$ cat src/rtl/reg_bank_wr_if.sv
// ---------------------------------------------------------------------------
// reg_bank_wr_if
// Bundles the write-side handshake, the bulk-clear request and the flat
// register export of the 8-entry register bank.
//   master : requester side (drives wr_valid/wr_addr/wr_data/clr_req)
//   slave  : reg_bank_write_port side
// Signals:
//   wr_valid, wr_ready, wr_addr[2:0], wr_data[WIDTH-1:0]  write handshake
//   clr_req                                               level clear request
//   wr_onehot[7:0]                                        enable of committing write
//   wr_done, clr_done                                     1-cycle completion pulses
//   busy                                                  port not idle
//   q_flat[8*WIDTH-1:0]                                   register i at [i*WIDTH +: WIDTH]
// ---------------------------------------------------------------------------
interface reg_bank_wr_if #(
    parameter int WIDTH = 8
) ();
    logic                 wr_valid;
    logic                 wr_ready;
    logic [2:0]           wr_addr;
    logic [WIDTH-1:0]     wr_data;
    logic                 clr_req;
    logic [7:0]           wr_onehot;
    logic                 wr_done;
    logic                 clr_done;
    logic                 busy;
    logic [8*WIDTH-1:0]   q_flat;

    modport master (
        output wr_valid, wr_addr, wr_data, clr_req,
        input  wr_ready, wr_onehot, wr_done, clr_done, busy, q_flat
    );

    modport slave (
        input  wr_valid, wr_addr, wr_data, clr_req,
        output wr_ready, wr_onehot, wr_done, clr_done, busy, q_flat
    );
endinterface

$ cat src/rtl/reg_bank_write_port.sv
// ---------------------------------------------------------------------------
// reg_bank_write_port
// Write side of the 8-entry register bank. Accepts one write per two cycles
// over valid/ready, decodes the address to a one-hot enable, and provides a
// bulk clear that sweeps all 8 entries with a counter. Register contents are
// exported flat (purely registered) for the read mux tree.
//
// Ports:
//   clk        rising-edge clock
//   rst_n      asynchronous active-low reset
//   bus        reg_bank_wr_if.slave (handshake, clear, pulses, q_flat)
//   wr_protect [7:0] per-address write protect  (REG_BANK_WR_PROTECT_EN only)
//   wr_err     1-cycle pulse: commit blocked     (REG_BANK_WR_PROTECT_EN only)
//
// Parameters:
//   WIDTH      bits per register
//   ZERO_REG0  1: entry 0 reads 0; writes to it complete but store nothing
//
// Optional feature macro: REG_BANK_WR_PROTECT_EN
//
// state  | meaning
// -------+----------------------------------------------------------
// IDLE   | ready for a write unless a clear is requested
// COMMIT | latched write lands in the bank at the end of this cycle
// CLEAR  | zeroing reg[sweep_cnt], one entry per cycle, 8 cycles
// ---------------------------------------------------------------------------
module reg_bank_write_port #(
    parameter int WIDTH     = 8,
    parameter bit ZERO_REG0 = 1'b0
) (
    input  logic clk,
    input  logic rst_n,
`ifdef REG_BANK_WR_PROTECT_EN
    input  logic [7:0] wr_protect,
    output logic       wr_err,
`endif
    reg_bank_wr_if.slave bus
);

    typedef enum logic [1:0] {
        IDLE   = 2'd0,
        COMMIT = 2'd1,
        CLEAR  = 2'd2
    } state_t;

    state_t           state;
    logic [2:0]       addr_q;
    logic [WIDTH-1:0] data_q;
    logic [2:0]       sweep_cnt;
    logic [WIDTH-1:0] regs [8];
    logic             wr_done_q;
    logic             clr_done_q;
    logic             commit_ok;

`ifdef REG_BANK_WR_PROTECT_EN
    logic             wr_err_q;
    assign commit_ok = ~wr_protect[addr_q];
    assign wr_err    = wr_err_q;
`else
    assign commit_ok = 1'b1;
`endif

    always_ff @(posedge clk or negedge rst_n) begin
        if (!rst_n) begin
            state      <= IDLE;
            addr_q     <= '0;
            data_q     <= '0;
            sweep_cnt  <= '0;
            wr_done_q  <= 1'b0;
            clr_done_q <= 1'b0;
`ifdef REG_BANK_WR_PROTECT_EN
            wr_err_q   <= 1'b0;
`endif
            for (int i = 0; i < 8; i++) begin
                regs[i] <= '0;
            end
        end else begin
            wr_done_q  <= 1'b0;
            clr_done_q <= 1'b0;
`ifdef REG_BANK_WR_PROTECT_EN
            wr_err_q   <= 1'b0;
`endif
            case (state)
                IDLE: begin
                    // Clear wins: wr_ready is low whenever clr_req is high.
                    if (bus.clr_req) begin
                        state     <= CLEAR;
                        sweep_cnt <= '0;
                    end else if (bus.wr_valid) begin
                        addr_q <= bus.wr_addr;
                        data_q <= bus.wr_data;
                        state  <= COMMIT;
                    end
                end
                COMMIT: begin
                    if (commit_ok) begin
                        if (!(ZERO_REG0 && addr_q == 3'd0)) begin
                            regs[addr_q] <= data_q;
                        end
                        wr_done_q <= 1'b1;
                    end else begin
`ifdef REG_BANK_WR_PROTECT_EN
                        wr_err_q <= 1'b1;
`endif
                    end
                    // A clear raised during the commit is honoured right after it,
                    // so a single-cycle clr_req here is not lost.
                    sweep_cnt <= '0;
                    state     <= bus.clr_req ? CLEAR : IDLE;
                end
                CLEAR: begin
                    regs[sweep_cnt] <= '0;
                    sweep_cnt       <= sweep_cnt + 3'd1;
                    if (sweep_cnt == 3'd7) begin
                        state      <= IDLE;
                        clr_done_q <= 1'b1;
                    end
                end
                default: state <= IDLE;
            endcase
        end
    end

    always_comb begin
        bus.wr_onehot = 8'h00;
        case (state)
            COMMIT:  if (commit_ok) bus.wr_onehot = 8'h01 << addr_q;
            CLEAR:   bus.wr_onehot = 8'h01 << sweep_cnt;
            default: bus.wr_onehot = 8'h00;
        endcase
    end

    // rst_n is folded in so the port never advertises ready while held in reset.
    assign bus.wr_ready = rst_n & (state == IDLE) & ~bus.clr_req;
    assign bus.busy     = (state != IDLE);
    assign bus.wr_done  = wr_done_q;
    assign bus.clr_done = clr_done_q;

    for (genvar g = 0; g < 8; g++) begin : g_q
        if (ZERO_REG0 && g == 0) begin : g_zero
            assign bus.q_flat[g*WIDTH +: WIDTH] = '0;
        end else begin : g_reg
            assign bus.q_flat[g*WIDTH +: WIDTH] = regs[g];
        end
    end

endmodule
$ cat src/flat_wrapper.sv
// flat-port wrapper written by rule: the top's interface ports become plain ports
module reg_bank_write_port_flat 
#(
    parameter int WIDTH     = 8,
    parameter bit ZERO_REG0 = 1'b0
)
  (clk, rst_n, bus_wr_valid, bus_wr_addr, bus_wr_data, bus_clr_req, bus_wr_ready, bus_wr_onehot, bus_wr_done, bus_clr_done, bus_busy, bus_q_flat);
  reg_bank_wr_if #(.WIDTH(WIDTH)) bus_i ();
  input  logic clk;
  input  logic rst_n;
  input wire logic [$bits(bus_i.wr_valid)-1:0] bus_wr_valid;
  input wire logic [$bits(bus_i.wr_addr)-1:0] bus_wr_addr;
  input wire logic [$bits(bus_i.wr_data)-1:0] bus_wr_data;
  input wire logic [$bits(bus_i.clr_req)-1:0] bus_clr_req;
  output wire logic [$bits(bus_i.wr_ready)-1:0] bus_wr_ready;
  output wire logic [$bits(bus_i.wr_onehot)-1:0] bus_wr_onehot;
  output wire logic [$bits(bus_i.wr_done)-1:0] bus_wr_done;
  output wire logic [$bits(bus_i.clr_done)-1:0] bus_clr_done;
  output wire logic [$bits(bus_i.busy)-1:0] bus_busy;
  output wire logic [$bits(bus_i.q_flat)-1:0] bus_q_flat;
  assign bus_i.wr_valid = bus_wr_valid;
  assign bus_i.wr_addr = bus_wr_addr;
  assign bus_i.wr_data = bus_wr_data;
  assign bus_i.clr_req = bus_clr_req;
  assign bus_wr_ready = bus_i.wr_ready;
  assign bus_wr_onehot = bus_i.wr_onehot;
  assign bus_wr_done = bus_i.wr_done;
  assign bus_clr_done = bus_i.clr_done;
  assign bus_busy = bus_i.busy;
  assign bus_q_flat = bus_i.q_flat;
  reg_bank_write_port #(.WIDTH(WIDTH), .ZERO_REG0(ZERO_REG0)) u_core (.clk(clk), .rst_n(rst_n), .bus(bus_i));
endmodule
$ cat config.mk
export PLATFORM = sky130hd
export DESIGN_NAME = reg_bank_write_port_flat
export DESIGN_NICKNAME = d
export VERILOG_FILES = /design/src/rtl/reg_bank_wr_if.sv /design/src/rtl/reg_bank_write_port.sv /design/src/flat_wrapper.sv
export SDC_FILE = /design/constraint.sdc
export NUM_CORES = 1
export LEC_CHECK = 0
export BUFFER_PORTS_ARGS = -buffer_cell sky130_fd_sc_hd__buf_4
export CAP_MARGIN = 5
export CORE_AREA = 2 2 109 101
export CTS_BUF_LIST = sky130_fd_sc_hd__clkbuf_8
export DETAILED_ROUTE_END_ITERATION = 10
export DIE_AREA = 0 0 111 103
export HOLD_SLACK_MARGIN = 0.02
export PLACE_DENSITY_LB_ADDON = 0.2
export SLEW_MARGIN = 20
export SYNTH_ARGS = -nofsm -noshare
export SYNTH_HDL_FRONTEND = slang
export SYNTH_SLANG_ARGS = --single-unit
$ cat constraint.sdc
create_clock -name clk -period 2.5 [get_ports clk]
set_clock_uncertainty 0.2 [all_clocks]
set_input_delay 0.5 -clock clk [delete_from_list [all_inputs] [get_ports clk]]
set_output_delay 0.5 -clock clk [all_outputs]
set_load 0.01 [all_outputs]
# After elaboration in Yosys (flattened, before gate mapping)
# Cells that the tools add are included.
[totals]
elab_cells = 60
in_bits = 15
regBits = 82
out_inout_bits = 76
[classes]
n_addsub = 1
n_bitwise = 7
reduce_logical = 9
eq_ne = 6
n_lt_le_gt_ge = 4
muxes = 17
shift = 2
[op_table]
columns = ["cell", "count"]
rows = [
  ["$pmux 64 s2", 1],
  ["$and 64x64->64", 1],
  ["$bwmux 64", 1],
  ["$not 64->64", 1],
  ["$demux 8 s3", 2],
  ["$mux 8", 2],
  ["$pmux 8 s2", 1],
  ["$shl 1x3->8 const A", 2],
  ["$pmux 3 s3", 1],
  ["$ge 4x4->1 const B", 2],
  ["$lt 4x1->1 const B", 2],
  ["$mux 2", 4],
  ["$not 3->4", 2],
  ["$pmux 2 s3", 1],
  ["$reduce_and 2->1", 2],
  ["$reduce_bool 2->1", 2],
  ["$add 3x1->3 const B", 1],
  ["$eq 3x3->1 const B", 1],
  ["$mux 1", 3],
  ["$mux 3", 1],
  ["$ne 3x3->1 const B", 1],
  ["$reduce_and 3->1", 1],
  ["$reduce_bool 3->1", 1],
  ["$and 1x1->1", 2],
  ["7 further kinds", 8],
]

# Longest topological paths before layout
[logic_depth]
depth_word = 8
mapped_depth = 8
depth_no_buf = 5

# Worst setup path before layout
# Ideal clock, no wire load.
[synth_timing]
path_type = "register to output"
start = "register u_core.state[0]"
end = "output bus_wr_onehot[3]"
n_path_buf = 0
arrival_ns = 1.526
required_ns = 1.800
stages_incl_launch_ff = 6
slack_ns = 0.274
cell_sequence = "dfrtp_1 inv_1 ha_1 mux2_2 or2_2 nor2_1"
[synth_between]
elab_chain_cells = 2
word_cells_on_any_way = 3
classes_between = "eq/ne (2); mux (1)"
[synth_lines]
columns = ["element", "line", "rtl"]
rows = [
  ["start: declaration", "reg_bank_write_port.sv:46", "state_t state;"],
  ["start signal: assignment", "reg_bank_write_port.sv:109", "state <= bus.clr_req ? CLEAR : IDLE;"],
  ["$eq 2x2->1 / $eq 2x1->1 (equally long branches)", "reg_bank_write_port.sv:126", "case (state)"],
  ["$pmux 8 s2 *", "reg_bank_write_port.sv:126", ""],
  ["end: declaration", "flat_wrapper.sv:16", "output wire logic [$bits(bus_i.wr_onehot)-1:0] bus_wr_onehot;"],
]
# Every way passes the cells marked *; elsewhere a longest branch is shown, timed or not.

# Final worst setup path
[layout_timing]
start = "register u_core.state[0]"
end = "output bus_wr_onehot[2]"
# The elaborated chain is that of the path after synthesis.

==> impl_metrics.tcl <==
set metrics [dict create \
    synthArstFlopShare 1.00 \
    crit_path_start_kind "flip-flop" \
    path_class "reg2out" \
    sequentialPowerShare 0.360 \
    status "completed" \
    cts_buffer_depth 2 \
    nets 391 \
    grt_max_degree 83 \
    crit_path_top_delay_cell "dfrtp_1" \
    grt_pass1_wl_um 14500 \
    holdWs_ns 0.175 \
    p_leak_nw 2.17 \
    die_w_um 111 \
    finalMaxSlewViolations 0 \
    setup_tns_ns 0 \
    crit_family "flip-flops" \
    ant_nets 0 \
    cts_sinks 82 \
    fin_crit_ns 2.48 \
    fin_util 0.445 \
    drt_iter0_markers 100 \
    yosysWarnings 0 \
    cts_made_buffers 9 \
    hold_viol_final 0 \
    setup_viol 0 \
    syn_nets 298 \
    grt_setup_unrepaired "true" \
    path_max_fanout 4 \
    comb_power_share 0.478 \
    core_area_um2 10400 \
    diodes 0 \
    dp_hpwl_um 6310 \
    globalplace.congestion 0.801 \
    cts_root_buf "clkbuf_8" \
    power.internal_mw 3.96 \
    worst_ep_required_time_ns 1.80 \
    switching_share 0.386 \
    path_clk_slew_ns 0.09 \
    ioPinCount 91 \
    rows 36 \
    overflow 0 \
    wire_per_inst_um 18.2 \
    first_global_vias 2595 \
    ys_seq_area_frac 0.582 \
    worstMarginPinSlew_ns 0.644 \
    max_freq_mhz 403 \
    crit_buf_inv 2 \
    power.switching_mw 2.49 \
    syn2layout_area_growth_pct 31.5 \
    slew_headroom 0.568 \
    syn_inst 277 \
    design_area_um2 4630 \
    synth_cell_types 40 \
    setup_slack_ns 0.0157 \
    synth-seq-cells 82 \
    grtUsageTotal 0.164 \
    dpl_worst_slack_ns 0.241 \
    synth_flop_cell "dfrtp_1" \
    power_density_nw_per_um2 1390 \
    drive_above_1_share 0.398 \
    viasPerCell 5.07 \
    crit_arrival_ns 1.78 \
    cts_tree "done" \
    drt_pass1_iterations 4 \
    critical_path.max_stage_delay_ns 0.41 \
    clkPwrFrac 0.162 \
    crit_chain "inv_2 -> ha_4 -> mux2_4 -> or2_4 -> nor2_2 -> buf_4" \
    place_area_um2 4360 \
    drt_wl_total_um 9210 \
    start_util 0.339 \
    hp-class "in2reg" \
    synth_edf_count 0 \
    io_buffer_count 90 \
    die_h_um 103 \
    die_area_um2 11400 \
    vdd_drop_max_mv 0.563 \
    period_share 0.994 \
    vias 2569 \
    drc 0 \
    syn_area_per_cell_um2 12.7 \
    clk_latency_ns 0.36 \
    synthesis.area_um2 3520 \
    antenna_found_initial 0 \
    cap_violations 0 \
    cts_htree_levels 3 \
    endpoint_kind "output port" \
]
==> power groups by stage <==
stage,Clock (mW),Combinational [mW],Sequential [mW]
after global placement,0,2.98,2.33
after global routing,1.12,3.37,2.40
final,1.04,3.08,2.33
after CTS,1.06,3.08,2.32
after detailed placement,0,3.02,2.33
after floorplan,0,1.61,2.40
==> cell type report <==
cell class                      instances  area, um2
Fill cell                             974       5770
Sequential cell                        82       2050
Multi-Input combinational cell        170       1400
Timing Repair Buffer                  102        785
Tap cell                              133        166
Clock buffer                            9        124
Clock inverter                          6       83.8
Inverter                                5       18.8
==> metrics by stage <==
step / power, mW / std cells
2_1_floorplan: 4.01 / 277
3_3_place_gp: 5.31 / 490
3_5_place_dp: 5.34 / 490
4_1_cts: 6.46 / 507
5_1_grt: 6.90 / 507
6_report: 6.45 / 507
==> cells in the mapped netlist, types with 2 or more instances <==
master	count	area [um2]
nand2b_1	4	25.0
o21ai_0	3	15.0
clkbuf_1	8	30.0
mux2i_1	3	30.0
ha_1	6	75.1
o21ai_2	2	17.5
dfrtp_1	82	2050
and2_1	2	12.5
buf_2	10	50.1
nor2_1	9	33.8
nor4bb_1	5	50.1
nor4b_1	2	17.5
o2bb2ai_1	32	280
a22o_1	32	280
o21ai_1	5	25.0
nor4b_2	2	30.0
a21oi_1	2	10.0
nand2_1	20	75.1
mux2_2	14	158
nor2b_1	9	56.3
and4b_1	3	30.0
inv_1	4	15.0
==> metal layers <==
layer,global-route usage,vias up,share of wire
met3,0.0547,9,0.065
met1,0.218,1271,0.45
met4,0.0433,0,0.0086
met2,0.263,70,0.48
li1,-,1219,-
met5,0,-,0
==> cells by family (layout without fill, tap and decap cells) <==
family | after synthesis | count (layout) | share of synthesized area
DFF | 82 | 82 | 0.582
AOI/OAI and AO/OA | 79 | 79 | 0.185
and+or+nand+nor | 68 | 68 | 0.126
buffers and inverters | 25 | 122 | 0.0312
muxes | 17 | 17 | 0.0533
adders and majority gates | 6 | 6 | 0.0213
==> worst paths after layout <==
kind	end	slack [ns]	cells after the start	startpoint
min in group asynchronous	u_core.bus.q_flat[23]	0.53	3	rst_n
min	u_core.data_q[1]	0.17	2	bus_wr_data[1]
min reg2reg	u_core.bus.q_flat[47]	0.30	1	u_core.bus.q_flat[47]
max in group asynchronous	u_core.bus.q_flat[26]	1.21	3	rst_n
max	bus_wr_onehot[2]	0.02	6	u_core.state[0]
max reg2reg	u_core.bus.q_flat[16]	0.37	6	u_core.state[1]
==> sequential cells by signal, summed over array words and instances, names as in the netlist <==
name and count:
u_core.data_q 8, u_core.bus.wr_done 1, u_core.bus.clr_done 1, u_core.sweep_cnt 3, u_core.bus.q_flat 64, u_core.addr_q 3, u_core.state 2
==> cells in the final DEF (no fill, tap or decap), types with 2 or more instances in the layout <==
cell type / instances
dfrtp_1: 81
nand2b_1: 4
nor4b_2: 2
mux2i_1: 2
nor2b_1: 9
a22o_1: 32
o21ai_2: 2
mux2_2: 13
inv_1: 4
nor4bb_1: 5
a21oi_1: 2
ha_1: 4
nor2_1: 5
nor2_2: 3
inv_2: 3
o21ai_0: 3
bufinv_16: 2
clkbuf_8: 9
nand2_1: 19
and2_1: 2
nor4b_1: 2
and4b_1: 3
buf_4: 99
o21ai_1: 5
o2bb2ai_1: 32
==> worst reg2reg max path, cell delays in order (launching register included) <==
cell and delay, ns:
dfrtp_2 0.42, inv_2 0.07, ha_1 0.30, buf_4 0.18, nor3b_2 0.30, and2_1 0.39, a22o_1 0.20
==> repair_timing <==
item                                    CTS  global route
endpoints found under the setup margin    7             8
endpoints found under the hold margin     9             0
hold buffers                              1             0
buffers inserted                          1             0
pin swaps                                 4             2
resized for setup                         7             9
No activity file was read; power rests on OpenSTA's default activity.
